==> src/rtl/uart_mem_loader_pkg.sv <==
// Shared types and constants for the UART-to-SRAM boot loader.
// Optional checksum stage is enabled with UART_MEM_LOADER_CHECKSUM_EN.
package uart_mem_loader_pkg;

    typedef enum logic [2:0] {
        WAIT_SYNC,
        LEN_LO,
        LEN_HI,
        DATA,
        CSUM,
        DONE,
        ERROR
    } state_t;

    localparam logic [7:0] SYNC_BYTE_DEFAULT = 8'h53;

    localparam logic [3:0] BE_BYTE0 = 4'b0001;
    localparam logic [3:0] BE_BYTE1 = 4'b0010;
    localparam logic [3:0] BE_BYTE2 = 4'b0100;
    localparam logic [3:0] BE_BYTE3 = 4'b1000;
    localparam logic [3:0] BE_WORD  = 4'b1111;

endpackage

==> src/rtl/uart_mem_loader_lane.sv <==
// Byte-lane counter, word counter and SRAM address generator for the loader.
// Produces the registered byte enable / word address for each payload byte.
module uart_mem_loader_lane
    import uart_mem_loader_pkg::*;
#(
    parameter int ADDR_W    = 10,
    parameter int BPW       = 4,
    parameter int BASE_ADDR = 0
) (
    input  logic              clk,
    input  logic              nRST,
    input  logic              clear,
    input  logic              fire,
    output logic [BPW-1:0]    mem_be,
    output logic [ADDR_W-1:0] mem_addr,
    output logic [ADDR_W:0]   words_loaded,
    output logic              word_done
);

    localparam int LANE_W = (BPW > 1) ? $clog2(BPW) : 1;
    localparam logic [ADDR_W-1:0] BASE = ADDR_W'(BASE_ADDR);

    logic [LANE_W-1:0] lane;
    logic [ADDR_W-1:0] word_addr;

    assign word_done = fire && (lane == LANE_W'(BPW - 1));

    // word_addr tracks BASE + words_loaded so the write address is ready without an adder in the output path
    always_ff @(posedge clk) begin
        if (!nRST) begin
            lane         <= '0;
            words_loaded <= '0;
            word_addr    <= BASE;
            mem_be       <= '0;
            mem_addr     <= BASE;
        end else begin
            mem_be <= fire ? (BPW'(1) << lane) : '0;
            if (fire) begin
                mem_addr <= word_addr;
            end
            if (clear) begin
                lane         <= '0;
                words_loaded <= '0;
                word_addr    <= BASE;
            end else if (fire) begin
                if (word_done) begin
                    lane         <= '0;
                    words_loaded <= words_loaded + 1'b1;
                    word_addr    <= word_addr + 1'b1;
                end else begin
                    lane <= lane + 1'b1;
                end
            end
        end
    end

endmodule

==> src/rtl/uart_mem_loader.sv <==
// Frame parser that streams UART bytes into a word-organised SRAM and then
// releases the core reset. Checksum stage: define UART_MEM_LOADER_CHECKSUM_EN.
module uart_mem_loader
    import uart_mem_loader_pkg::*;
#(
    parameter int         ADDR_W    = 10,
    parameter int         BPW       = 4,
    parameter logic [7:0] SYNC_BYTE = SYNC_BYTE_DEFAULT,
    parameter int         BASE_ADDR = 0,
    localparam int        DATA_W    = 8 * BPW
) (
    input  logic              clk,
    input  logic              nRST,
    input  logic              arm,
    input  logic              in_valid,
    input  logic [7:0]        in_data,
    output logic              in_ready,
    output logic              mem_we,
    output logic [ADDR_W-1:0] mem_addr,
    output logic [DATA_W-1:0] mem_wdata,
    output logic [BPW-1:0]    mem_be,
    output logic              core_resetn,
    output logic              busy,
    output logic              done,
    output logic              error,
    output logic [ADDR_W:0]   words_loaded
);

    // Valid/ready: a byte transfers on any cycle with in_valid & in_ready; in_ready is
    // held high in every state so the receiver never stalls.
    state_t      state;
    state_t      state_next;
    logic [7:0]  count_lo;
    logic [15:0] count;
    logic        accept;
    logic        len_bad;
    logic        start_data;
    logic        fire;
    logic        clear;
    logic        word_done;
    logic        last_word;
    logic [15:0] count_new;

`ifdef UART_MEM_LOADER_CHECKSUM_EN
    logic [7:0] sum;
`endif

    assign in_ready   = 1'b1;
    assign accept     = in_valid && in_ready;
    assign count_new  = {in_data, count_lo};
    assign len_bad    = (count_new == 16'd0) || ({1'b0, count_new} > (17'd1 << ADDR_W));
    assign start_data = !arm && accept && (state == LEN_HI) && !len_bad;
    assign fire       = !arm && accept && (state == DATA);
    assign clear      = arm || start_data;
    assign last_word  = word_done && ((17'(words_loaded) + 17'd1) == {1'b0, count});

    uart_mem_loader_lane #(
        .ADDR_W   (ADDR_W),
        .BPW      (BPW),
        .BASE_ADDR(BASE_ADDR)
    ) u_lane (
        .clk         (clk),
        .nRST        (nRST),
        .clear       (clear),
        .fire        (fire),
        .mem_be      (mem_be),
        .mem_addr    (mem_addr),
        .words_loaded(words_loaded),
        .word_done   (word_done)
    );

    always_ff @(posedge clk) begin
        if (!nRST) begin
            state <= WAIT_SYNC;
        end else begin
            state <= state_next;
        end
    end

    always_comb begin
        state_next = state;
        if (arm) begin
            state_next = WAIT_SYNC;
        end else if (accept) begin
            case (state)
                WAIT_SYNC: if (in_data == SYNC_BYTE) state_next = LEN_LO;
                LEN_LO:    state_next = LEN_HI;
                LEN_HI:    state_next = len_bad ? ERROR : DATA;
`ifdef UART_MEM_LOADER_CHECKSUM_EN
                DATA:      if (last_word) state_next = CSUM;
                CSUM:      state_next = (in_data == sum) ? DONE : ERROR;
`else
                DATA:      if (last_word) state_next = DONE;
`endif
                default:   state_next = state;
            endcase
        end
    end

    always_ff @(posedge clk) begin
        if (!nRST) begin
            count_lo    <= '0;
            count       <= '0;
            mem_we      <= 1'b0;
            mem_wdata   <= '0;
            core_resetn <= 1'b0;
        end else begin
            if (!arm && accept && state == LEN_LO) count_lo <= in_data;
            if (!arm && accept && state == LEN_HI) count <= count_new;
            mem_we <= fire;
            if (fire) mem_wdata <= {BPW{in_data}};
            core_resetn <= !arm && (state == DONE);
        end
    end

`ifdef UART_MEM_LOADER_CHECKSUM_EN
    always_ff @(posedge clk) begin
        if (!nRST) begin
            sum <= '0;
        end else if (start_data) begin
            sum <= '0;
        end else if (fire) begin
            sum <= sum + in_data;
        end
    end
`endif

    assign busy  = (state == LEN_LO) || (state == LEN_HI) || (state == DATA) || (state == CSUM);
    assign done  = (state == DONE);
    assign error = (state == ERROR);

endmodule

==> config.mk <==
export PLATFORM = sky130hd
export DESIGN_NAME = uart_mem_loader
export DESIGN_NICKNAME = d
export VERILOG_FILES = /design/src/rtl/uart_mem_loader_pkg.sv /design/src/rtl/uart_mem_loader_lane.sv /design/src/rtl/uart_mem_loader.sv
export SDC_FILE = /design/constraint.sdc
export NUM_CORES = 1
export LEC_CHECK = 0
export BUFFER_PORTS_ARGS = -buffer_cell sky130_fd_sc_hd__buf_2
export CORE_MARGIN = 3
export CORE_UTILIZATION = 54
export CTS_CLUSTER_SIZE = 28
export DETAILED_ROUTE_END_ITERATION = 16
export PLACE_DENSITY = 0.79
export SLEW_MARGIN = 40
export SYNTH_ARGS = -nofsm -noshare
export SYNTH_HDL_FRONTEND = slang
export SYNTH_SLANG_ARGS = --single-unit
==> constraint.sdc <==
create_clock -name clk -period 3.8 [get_ports clk]
set_clock_uncertainty 0.05 [all_clocks]
set_input_delay 0.76 -clock clk [delete_from_list [all_inputs] [get_ports clk]]
set_output_delay 0.76 -clock clk [all_outputs]
set_load 0.02 [all_outputs]
* Word level (Yosys, flattened, before mapping)
Index checks and enable logic that the tools add are counted.
** Cells by class
- Add/subtract/negate cells :: 4
- Magnitude comparators :: 1
- Eq/ne operators :: 11
- Shifts and indexed selects :: 1
- Mux-type cells :: 5
- Bitwise operators :: 1
- Reductions and logical operators :: 23
** Operators by type and width (number)
- equality test 12 x 16 -> 1 bit :: 1
- greater-than comparator 16 x 11 -> 1 bit (second input constant) :: 1
- logical NOT 16 bit :: 1
- adder 11 x 1 -> 12 bit (second input constant) :: 1
- case mux 3 bit (4 select lines) :: 1
- adder 11 x 1 -> 11 bit (second input constant) :: 1
- adder 10 x 1 -> 10 bit (second input constant) :: 1
- equality test 3 bit (second input constant) :: 3
- 2-to-1 mux 3 bit :: 3
- equality test 8 x 7 -> 1 bit (second input constant) :: 1
- logical AND 1 bit :: 8
- equality test 3 x 2 -> 1 bit (second input constant) :: 2
- logical OR 1 bit :: 5
- != test 2 bit (second input constant) :: 2
- AND reduction 2 bit :: 2
- AND reduction 4 bit :: 1
- nonzero test 4 bit :: 1
- OR reduction 2 bit :: 2
- << shifter 1 x 2 -> 4 bit (first input constant) :: 1
- equality test 3 x 1 -> 1 bit (second input constant) :: 1
- logical NOT 3 bit :: 1
- adder 2 x 1 -> 2 bit (second input constant) :: 1
- equality test 2 bit (second input constant) :: 1
- logical NOT 1 bit :: 2
- 2 further kinds :: 2
** Storage, ports and cells
- Register bits after elaboration :: 98
- Input bits :: 12

* Logic depth before layout (Yosys ltp)
- Depth after elaboration :: 7
- Depth in mapped cells :: 7
- Gate-level depth less buffers :: 7

* By module
From an unflattened synthesis, not the netlist that was laid out.
** Second synthesis, totals
- Cell total of the unflattened synthesis :: 413
- Area, all modules :: 3594.7 um^2
** By module, submodules not included
- uart_mem_loader :: times used 1, cells each 250, area an instance 2084.5 um^2, sequential area each 740.7 um^2
- uart_mem_loader_lane :: times used 1, cells each 163, area an instance 1510.2 um^2, sequential area each 740.7 um^2

* Least setup slack after synthesis
No wires, ideal clock.
- Path type :: reg2reg
- Start point :: register u_lane.words_loaded[0]
- End point :: register state[2]
- Setup time :: 0.086 ns
- Data arrival time :: 2.792 ns
- Required time :: 3.664 ns
- Slack :: 0.872 ns
- Cell stages (with the launch flop) :: 8
- Clock period less this slack :: 2.928 ns
- Path through :: dfxtp_1 -> ha_1 -> nand3_2 -> or2_1 -> o31a_1 -> or4_1 -> or4_1 -> a221oi_2
** Between the ends
- Cells in the longest elaborated chain, start to end :: 5
** Ends and longest elaborated chain
- start, declared :: RTL line uart_mem_loader_lane.sv:16 : output logic [ADDR_W:0] words_loaded,
- start signal, assigned :: RTL line uart_mem_loader_lane.sv:48 : words_loaded <= words_loaded + 1'b1;
- adder 11 x 1 -> 12 bit :: RTL line uart_mem_loader.sv:55 : assign last_word = word_done && ((17'(words_loaded) + 17'd1) == {1'b0, count});
- equality test 12 x 16 -> 1 bit :: RTL line uart_mem_loader.sv:55
- logical AND 1 bit :: RTL line uart_mem_loader.sv:55
- != test 2 bit (no source line)
- AND reduction 4 bit (no source line)
- end signal, assigned :: RTL line uart_mem_loader.sv:76 : state <= state_next;
- end, declared :: RTL line uart_mem_loader.sv:31 : state_t state;
Every way passes these cells.
A chain may end at the register's enable or synchronous reset.

* Worst setup path after layout
Same ends and word-level chain as after synthesis.

==> impl_metrics.env <==
export IMPL_run_status="completed"
export IMPL_finalWirelength_mm=7.61
export IMPL_rsz0062_at_grt="no"
export IMPL_hpwl_mm=5.32
export IMPL_busiest_layer="met2"
export IMPL_hold_depth=2
export IMPL_clk_path_buf_depth=2
export IMPL_use_met1_pct=28.1
export IMPL_rows=28
export IMPL_core_mm2=0.00610
export IMPL_power_density_mw_per_mm2=396
export IMPL_worst_pin_slew_ns=0.721
export IMPL_yosys_warnings=0
export IMPL_start_util_pct=57.4
export IMPL_max_slew_margin_pct=51.9
export IMPL_grt_pass1_wl_mm=12.3
export IMPL_finalPower_uw=1580
export IMPL_tritoncts="yes"
export IMPL_utilization_pct=65.3
export IMPL_cts_buffers=9
export IMPL_drc=0
export IMPL_clkTransAtPathRegs_ns=0.08
export IMPL_cp_required_ns=4.02
export IMPL_holdBufCountCts=0
export IMPL_p_leak_uw=0.00158
export IMPL_nets=481
export IMPL_timing_fmax_mhz=324
export IMPL_root_buffer="clkbuf_8"
export IMPL_endpoint_kind="flip-flop"
export IMPL_grt_overflow_total=0
export IMPL_finalHoldViolations=0
export IMPL_port_buffer_count=73
export IMPL_r2r_cells=7
export IMPL_rrSetupSlack_ns=0.71
export IMPL_pin_count=75
export IMPL_layout_min_cycle_time_ns=3.09
export IMPL_syn_nets=438
export IMPL_insertion_delay_ns=0.35
export IMPL_vias_per_cell=5.48
export IMPL_syn_area_per_cell_um2=8.27
export IMPL_dp_slack_ns=0.788
export IMPL_routabilityCongestion=0.864
export IMPL_max_cap_violations=0
export IMPL_finalSetupViolCount=0
export IMPL_layout_drive_gt1_share_pct=20.6
export IMPL_synth_cell_types=41
export IMPL_grt_util_all_layers_pct=20.7
export IMPL_final_setup_tns_ns=0
export IMPL_cts_max_level=3
export IMPL_fillers=518
export IMPL_r2r_start="u_lane.words_loaded[0]"
export IMPL_startpoint="u_lane.words_loaded[0]"
export IMPL_clock_sinks=74
export IMPL_path_max_fanout=7
export IMPL_area_delta_synth_final_pct=13.8
export IMPL_timing_rr_end="state[2]"
export IMPL_timing_final_ws_setup_ns=0.711
export IMPL_grt_start_max_net_pins=25
export IMPL_hold_path_class="reg -> reg"
export IMPL_dpl_cell_count=530
export IMPL_finalNonFillerCells=546
export IMPL_critPathKind="reg -> reg"
export IMPL_grt_use_met3_pct=4.37
export IMPL_antenna_left=0
export IMPL_finalCritPeriodShare_pct=81.3
export IMPL_fp_dieW_um=86.5
export IMPL_netlist_area_mm2=0.00350
export IMPL_antenna_cells=0
export IMPL_timing_final_max_slew_violations=0
export IMPL_arrival_ns=3.31
export IMPL_synthCells=423
export IMPL_yosysSeqAreaShare_pct=42.4
export IMPL_wl_per_cell_um=13.9
export IMPL_ys_ff_latch=74
export IMPL_die_h_um=86.5
export IMPL_dieArea_mm2=0.00748
export IMPL_route_vias_total=2991
export IMPL_cts_resized_gates=0
export IMPL_cp_start_kind="flip-flop"
export IMPL_drt_iter0_markers=160
export IMPL_vdd_drop_max_mv=0.314
export IMPL_antenna_found_initial=0
export IMPL_hp_start="u_lane.mem_addr[6]"
export IMPL_first_pass_iters=4
export IMPL_holdPathEnd="u_lane.mem_addr[6]"
export IMPL_postCtsSetupBuffers=0
export IMPL_grt_util_met2_pct=31.2
export IMPL_grt_pass1_vias=2598
registers in the layout, indices dropped and copies added, names as in the netlist:
name and cells:
u_lane.words_loaded 11, u_lane.mem_be 4, core_resetn 1, state 3, mem_we 1, u_lane.word_addr 10
u_lane.mem_addr 10, count_lo 8, mem_wdata 8, u_lane.lane 2, count 16
worst max-delay path by stage:
stage / to / slack, ns / cells after the start
global route: state[2] / 0.61 / 7
global placement: state[2] / 0.91 / 7
finish: state[2] / 0.71 / 7
CTS: state[2] / 0.74 / 7
detailed placement: state[2] / 0.79 / 7
floorplan: state[2] / 0.87 / 7
synthesized netlist by cell type (all sizes together):
cell	number	area [µm²]
nand4	8	50.1
inv	5	18.8
a21boi	43	323
nand2	97	364
o31a	3	26.3
a21bo	1	10.0
and3	7	43.8
nor2	31	116
nor3	7	35.0
o221ai	2	17.5
ha	3	37.5
o21bai	1	7.51
nor3b	5	37.5
xnor2	22	193
or4	3	22.5
a2bb2o	1	10.0
conb	1	3.75
a221oi	2	23.8
dfxtp	74	1480
and2	2	12.5
and4	4	35.0
nand3b	2	15.0
o22ai	1	6.26
nand2b	2	12.5
xor2	13	114
a21oi	6	30.0
nor2b	2	12.5
o211ai	1	7.51
or3	1	6.26
nand3	17	90.1
nor4	6	37.5
or2	1	6.26
mux2	1	11.3
buf	25	188
a31oi	1	6.26
clkbuf	20	75.1
o21ai	2	10.0
cell type report:
cell class	count	area, µm²	share of cell area, %
Clock buffer	12	155	3.90
Clock inverter	4	97.6	2.45
Inverter	5	18.8	0.471
Multi-Input combinational cell	299	1740	43.7
Sequential cell	74	1480	37.2
Tap cell	75	93.8	2.36
Timing Repair Buffer	77	395	9.93
cells in the final DEF, fill, tap and decap left out, drive strengths merged, types with 3 or more instances in the layout:
| master | Yosys | routed |
|---|---|---|
| bufinv | 0 | 3 |
| dfxtp | 74 | 74 |
| a21boi | 43 | 43 |
| nor4 | 6 | 6 |
| nand2 | 97 | 97 |
| nand3 | 17 | 17 |
| buf | 25 | 77 |
| o31a | 3 | 3 |
| clkbuf | 20 | 12 |
| or4 | 3 | 3 |
| a21oi | 6 | 6 |
| nor3 | 7 | 7 |
| xnor2 | 22 | 22 |
| nand4 | 8 | 8 |
| and3 | 7 | 7 |
| nor2 | 31 | 31 |
| inv | 5 | 5 |
| nor3b | 5 | 5 |
| xor2 | 13 | 13 |
| ha | 3 | 3 |
| and4 | 4 | 4 |
power breakdown:
part           switching (µW)  leakage (µW)  internal [µW]
registers              0.0524      0.000596            775
clock network             289      0.000123            473
logic                    24.0      0.000863           15.3
total                     313       0.00158           1260
routing by layer:
metal,up-vias,routed length [µm],share of wire [%]
met5,-,0,0
met1,1397,3520,46
met2,91,3510,46
li1,1487,-,-
met3,16,388,5.1
met4,0,189,2.5
kinds of logic (layout without fill, tap and decap cells):
logic type / after synthesis / in the layout / synth area share, %
flip-flops: 74 / 74 / 42.4
multiplexers: 1 / 1 / 0.322
buffers and inverters: 50 / 98 / 8.05
XOR/XNOR: 35 / 35 / 8.77
AND/OR/NAND/NOR: 195 / 195 / 25.7
other: 1 / 1 / 0.107
AO/OA/AOI/OAI: 64 / 64 / 13.7
adder cells (fa/ha/maj): 3 / 3 / 1.07
critical path, cell delays in order, from the launching register on:
cell and delay, ns:
dfxtp_1 0.48, ha_1 0.37, nand3_2 0.16, or2_1 0.29
o31a_1 0.29, or4_1 0.50, or4_1 0.60, a221oi_2 0.25
stage by stage:
stage	cell area, µm²	hold WS, ns
2_1_floorplan	3500	0.385
3_3_place_gp	3720	0.390
3_5_place_dp	3720	0.393
4_1_cts	3980	0.404
5_1_grt	3980	0.423
6_report	3980	0.400
Note: power is estimated with default switching activity, not from simulation.
